`src/rtl/tank_motion_sequencer.sv`:
```
// Per-frame movement, fire rate limiting and hit/explode/respawn life cycle
// for one player tank. Every output is driven directly from a flop.
module tank_motion_sequencer #(
   parameter int unsigned SPEED          = 2,
   parameter int unsigned X_MIN          = 0,
   parameter int unsigned X_MAX          = 608,
   parameter int unsigned Y_MIN          = 0,
   parameter int unsigned Y_MAX          = 448,
   parameter int unsigned SPAWN_X        = 304,
   parameter int unsigned SPAWN_Y        = 416,
   parameter int unsigned FIRE_COOLDOWN  = 30,
   parameter int unsigned EXPLODE_FRAMES = 16,
   parameter int unsigned RESPAWN_FRAMES = 60
) (
   input  logic       clk,
   input  logic       rst,
   input  logic       frame_tick,
   input  logic       up,
   input  logic       down,
   input  logic       left,
   input  logic       right,
   input  logic       fire,
   input  logic       hit,
   output logic [9:0] pos_x,
   output logic [9:0] pos_y,
   output logic [1:0] direction,
   output logic [1:0] state,
   output logic       fire_pulse,
   output logic       fire_ready
);

   typedef enum logic [1:0] {
      ST_IDLE    = 2'b00,
      ST_MOVE    = 2'b01,
      ST_EXPLODE = 2'b10,
      ST_RESPAWN = 2'b11
   } state_t;

   localparam logic [1:0] DIR_UP    = 2'b00;
   localparam logic [1:0] DIR_DOWN  = 2'b01;
   localparam logic [1:0] DIR_LEFT  = 2'b10;
   localparam logic [1:0] DIR_RIGHT = 2'b11;

   // Bounds are held at 11 bits so that +/- SPEED never wraps during the compare.
   localparam logic [10:0] STEP       = 11'(SPEED);
   localparam logic [10:0] X_LO       = 11'(X_MIN);
   localparam logic [10:0] X_HI       = 11'(X_MAX);
   localparam logic [10:0] Y_LO       = 11'(Y_MIN);
   localparam logic [10:0] Y_HI       = 11'(Y_MAX);
   localparam logic [9:0]  SPAWN_X_V  = 10'(SPAWN_X);
   localparam logic [9:0]  SPAWN_Y_V  = 10'(SPAWN_Y);
   localparam logic [7:0]  COOLDOWN_V = 8'(FIRE_COOLDOWN);
   localparam logic [7:0]  EXPLODE_V  = 8'(EXPLODE_FRAMES);
   localparam logic [7:0]  RESPAWN_V  = 8'(RESPAWN_FRAMES);

   function automatic logic [9:0] sat_dec(input logic [9:0] p, input logic [10:0] lo);
      logic [10:0] pe;
      logic [10:0] res;
      pe = {1'b0, p};
      if (pe < lo + STEP) begin
         res = lo;
      end else begin
         res = pe - STEP;
      end
      return res[9:0];
   endfunction

   function automatic logic [9:0] sat_inc(input logic [9:0] p, input logic [10:0] hi);
      logic [10:0] pe;
      logic [10:0] res;
      pe = {1'b0, p};
      if (pe > hi - STEP) begin
         res = hi;
      end else begin
         res = pe + STEP;
      end
      return res[9:0];
   endfunction

   state_t     state_q, state_d;
   logic [9:0] pos_x_q, pos_x_d;
   logic [9:0] pos_y_q, pos_y_d;
   logic [1:0] dir_q, dir_d;
   logic       fire_pulse_q, fire_pulse_d;
   logic       fire_ready_q, fire_ready_d;
   logic [7:0] cooldown_q, cooldown_d;
   logic [7:0] life_q, life_d;

   logic [9:0] mv_x;
   logic [9:0] mv_y;
   logic [1:0] mv_dir;
   logic       any_btn;
   logic       alive;

   assign any_btn = up | down | left | right;
   assign alive   = (state_q == ST_IDLE) || (state_q == ST_MOVE);

   // Candidate position for this tick; only one axis moves, highest-priority button wins.
   always_comb begin : move_calc
      mv_x   = pos_x_q;
      mv_y   = pos_y_q;
      mv_dir = dir_q;
      if (up) begin
         mv_y   = sat_dec(pos_y_q, Y_LO);
         mv_dir = DIR_UP;
      end else if (down) begin
         mv_y   = sat_inc(pos_y_q, Y_HI);
         mv_dir = DIR_DOWN;
      end else if (left) begin
         mv_x   = sat_dec(pos_x_q, X_LO);
         mv_dir = DIR_LEFT;
      end else if (right) begin
         mv_x   = sat_inc(pos_x_q, X_HI);
         mv_dir = DIR_RIGHT;
      end
   end

   always_comb begin : next_state
      state_d      = state_q;
      pos_x_d      = pos_x_q;
      pos_y_d      = pos_y_q;
      dir_d        = dir_q;
      life_d       = life_q;
      cooldown_d   = cooldown_q;
      fire_pulse_d = 1'b0;

      if (frame_tick && (cooldown_q != 8'd0)) begin
         cooldown_d = cooldown_q - 8'd1;
      end

      // A hit is taken on any clock and pre-empts everything a coincident tick would do.
      if (hit && alive) begin
         state_d = ST_EXPLODE;
         life_d  = EXPLODE_V;
      end else if (frame_tick) begin
         case (state_q)
            ST_IDLE, ST_MOVE: begin
               pos_x_d = mv_x;
               pos_y_d = mv_y;
               dir_d   = mv_dir;
               state_d = any_btn ? ST_MOVE : ST_IDLE;
               if (fire && (cooldown_q == 8'd0)) begin
                  fire_pulse_d = 1'b1;
                  cooldown_d   = COOLDOWN_V;
               end
            end
            ST_EXPLODE: begin
               life_d = life_q - 8'd1;
               if (life_q <= 8'd1) begin
                  state_d    = ST_RESPAWN;
                  pos_x_d    = SPAWN_X_V;
                  pos_y_d    = SPAWN_Y_V;
                  dir_d      = DIR_UP;
                  cooldown_d = 8'd0;
                  life_d     = RESPAWN_V;
               end
            end
            ST_RESPAWN: begin
               pos_x_d = mv_x;
               pos_y_d = mv_y;
               dir_d   = mv_dir;
               life_d  = life_q - 8'd1;
               if (life_q <= 8'd1) begin
                  state_d = ST_IDLE;
                  life_d  = 8'd0;
               end
            end
            default: begin
               state_d = ST_IDLE;
            end
         endcase
      end

      fire_ready_d = (cooldown_d == 8'd0);
   end

   always_ff @(posedge clk or posedge rst) begin
      if (rst) begin
         state_q      <= ST_IDLE;
         pos_x_q      <= SPAWN_X_V;
         pos_y_q      <= SPAWN_Y_V;
         dir_q        <= DIR_UP;
         fire_pulse_q <= 1'b0;
         fire_ready_q <= 1'b1;
         cooldown_q   <= 8'd0;
         life_q       <= 8'd0;
      end else begin
         state_q      <= state_d;
         pos_x_q      <= pos_x_d;
         pos_y_q      <= pos_y_d;
         dir_q        <= dir_d;
         fire_pulse_q <= fire_pulse_d;
         fire_ready_q <= fire_ready_d;
         cooldown_q   <= cooldown_d;
         life_q       <= life_d;
      end
   end

   assign pos_x      = pos_x_q;
   assign pos_y      = pos_y_q;
   assign direction  = dir_q;
   assign state      = state_q;
   assign fire_pulse = fire_pulse_q;
   assign fire_ready = fire_ready_q;

endmodule

```
`config.mk`:
```
export PLATFORM = sky130hd
export DESIGN_NAME = tank_motion_sequencer
export DESIGN_NICKNAME = d
export VERILOG_FILES = /design/src/rtl/tank_motion_sequencer.sv
export SDC_FILE = /design/constraint.sdc
export NUM_CORES = 1
export LEC_CHECK = 0
export BUFFER_PORTS_ARGS = -buffer_cell sky130_fd_sc_hd__buf_2
export CAP_MARGIN = 15
export CORE_MARGIN = 5
export CORE_UTILIZATION = 45
export DETAILED_ROUTE_END_ITERATION = 6
export GPL_TIMING_DRIVEN = 0
export PLACE_DENSITY = 0.68
export SYNTH_ARGS = -nofsm -noshare
export SYNTH_HDL_FRONTEND = slang
export SYNTH_SLANG_ARGS = --single-unit
```
`constraint.sdc`:
```
create_clock -name clk -period 2.9 [get_ports clk]
set_input_delay 0.435 -clock clk [delete_from_list [all_inputs] [get_ports clk]]
set_output_delay 0.435 -clock clk [all_outputs]
set_load 0.01 [all_outputs]
```
==> qor.yml <==
p_sw_frac: 0.455
rows: 29
cp-start-kind: "flop"
p_leak_nw: 1.42
ios: 35
netlist_area_um2: 2930
p_sw_mw: 1.33
vias: 2736
max-vdd-ir-drop_uv: 479
core_area_um2: 6350
clkPwrFrac: 0.135
synth_top_area_share: 0.282
final.setup.tns_ps: 0
arrival_ps: 2690
yosys-top-cells-area: "dfrtp_1, dfstp_2, o21ai_0"
synthCells: 353
path_class: "flop to flop"
multi_input_area_um2: 1770
synth_edf_count: 0
final_common_cell: "buf_2"
dp_hpwl_um: 5080
p_comb_frac: 0.524
cts_sinks: 40
grt.overflow.total: 0
drtPass1Iterations: 4
wl_um: 6920
timing.fmax_ghz: 0.400
cpMaxStageDelayCell: "o211ai_1"
die_h_um: 90.7
required_ps: 3090
hold_buffers: 0
worst_slew_pin_slew_ps: 836
tritoncts: "yes"
clock_latency_ps: 290
antennaDiodeCount: 0
yosys.area.top_type: "dfrtp_1"
clk_path_buf_depth: 2
syn_to_final_growth_pct: 12.1
power_mw: 2.92
place_area_um2: 3190
clkTransAtPathRegs_ps: 90
dp.cells: 463
synth.yosys.seq_area_share: 0.344
grt_util_all_layers: 0.168
async_flop_share: 1.00
start_util: 0.462
drv_cap: 0
synthDistinctLibCells: 68
layout-drive-gt1-share: 0.188
hold_viol_final: 0
synth-main-ff-cell: "dfrtp_1"
setup_violations: 0
seq_area_um2: 1010
io_buffers: 32
cts_root_buf: "clkbuf_8"
fin_crit_sh: 0.862
nets: 410
utilization: 0.518
finalNonFillerCells: 471
fin_skew_ps: 14.9
post_cts_buffers: 0
grt_pass1_vias: 2439
grt_max_degree: 41
antenna_found_initial: 0
cts_resized: 0
drv_slew: 0
drc: 0
ant_nets: 0
outcome: "completed"
slowest_delay_ps: 560
cts-htree-levels: 2
numCtsBuffers: 5
wl_per_cell_um: 14.7
path_max_fanout: 10
place.gp.congestion: 0.893
crit_path_end_kind: "flop"
syn_area_per_cell_um2: 8.31
p_int_mw: 1.59
drt_iter0_markers: 139
die_w_um: 90.7
grt_setup_unrepaired: "no"
viasPerCell: 5.81
powerDensity_nw_per_um2: 889
fin_area_um2: 3290
power_frac_seq: 0.341
crit_chain: "inv_1 > ha_1 > nor2_1 > nor3_2 > o211ai_1 > buf_2 > o21ai_0 > o41ai_1"
layout_common_cells: "buf_2, dfrtp_1, nor2_1, nand2_1, o21ai_0"
grt_pass1_wl_um: 11700
timing.max_slew.rel_slack: 0.442
period_needed_ps: 2500
hold_path_class: "input pin to asynchronous set/reset pin"
num-fill-cells: 602
yosys_warnings: 0
ys_seq_elements: 40
die-area_um2: 8230
-- worst max-delay path: cells and delay by family (launching register included) --
family | cells | cell delay (ps)
buf+inv | 2 | 400
compound gates | 3 | 740
flops | 1 | 420
fa+ha+maj | 1 | 230
simple gates | 2 | 600
-- per-layer routing --
metal,track usage,share of wire
met5,0,0
met4,0.0409,0.010
met3,0.0333,0.049
met2,0.258,0.45
met1,0.240,0.49
-- flip-flops by register name, indices dropped and copies added, names as in the netlist --
signal and count:
direction 2, fire_pulse 1, fire_ready 1, pos_x 9, cooldown_q 8, pos_y 9, state 2, life_q 8
-- power groups by stage --
stage / clock [mW] / combinational, mW / sequential, mW
after floorplan: 0 / 1.13 / 1.01
final: 0.395 / 1.53 / 0.995
after CTS: 0.413 / 1.53 / 0.991
after global placement: 0 / 1.50 / 0.998
after global routing: 0.438 / 1.72 / 1.04
after detailed placement: 0 / 1.52 / 0.998
-- worst paths after layout --
kind                              start      endpoint  slack, ps  cells past startpoint
setup / recovery              life_q[0]      pos_y[9]        400                      8
hold / removal                      rst      pos_x[9]        300                      2
min in group clk                    hit     life_q[4]        480                      3
setup reg to reg              life_q[0]      pos_y[9]        400                      8
hold reg to reg            direction[1]  direction[1]        500                      1
max in group asynchronous           rst     life_q[1]       2060                      2
-- final cells by class --
type / count / share of cell area
Sequential cell: 40 / 0.307
Inverter: 17 / 0.0194
Clock buffer: 7 / 0.0263
Tap cell: 77 / 0.0293
Clock inverter: 1 / 0.00228
Timing Repair Buffer: 32 / 0.0487
Multi-Input combinational cell: 276 / 0.539
Buffer: 21 / 0.0282
-- stage by stage --
stage | setup slack, ps | hold slack, ps
5_1_grt | 151 | 386
4_1_cts | 400 | 343
6_report | 399 | 304
3_5_place_dp | 425 | 483
3_3_place_gp | 448 | 477
2_1_floorplan | 847 | 480
-- synth_stat cells (all sizes together) (4+ instances only) --
master / count
a31oi: 7
nor3: 20
and2: 6
or3: 6
o22ai: 5
nor3b: 5
clkbuf: 14
a22o: 6
o31ai: 9
a211oi: 6
xnor2: 5
inv: 16
or4: 4
nor2b: 4
dfstp: 7
nor2: 31
a22oi: 4
a21oi: 18
a21o: 4
nand3: 13
nand2: 28
o21ai: 26
buf: 7
ha: 8
dfrtp: 33
nor4: 5
or2: 4
-- cell families (layout without fill, tap and decap cells) --
group	after synthesis	after routing	share of synthesized area
flops	40	40	0.344
compound gates	110	110	0.259
simple gates	145	145	0.274
xor+xnor	8	8	0.0239
mux	3	3	0.0102
buf+inv	38	78	0.0533
other cells	1	2	0.00128
fa+ha+maj	8	8	0.0341
Note: power is estimated with default switching activity, not from simulation.
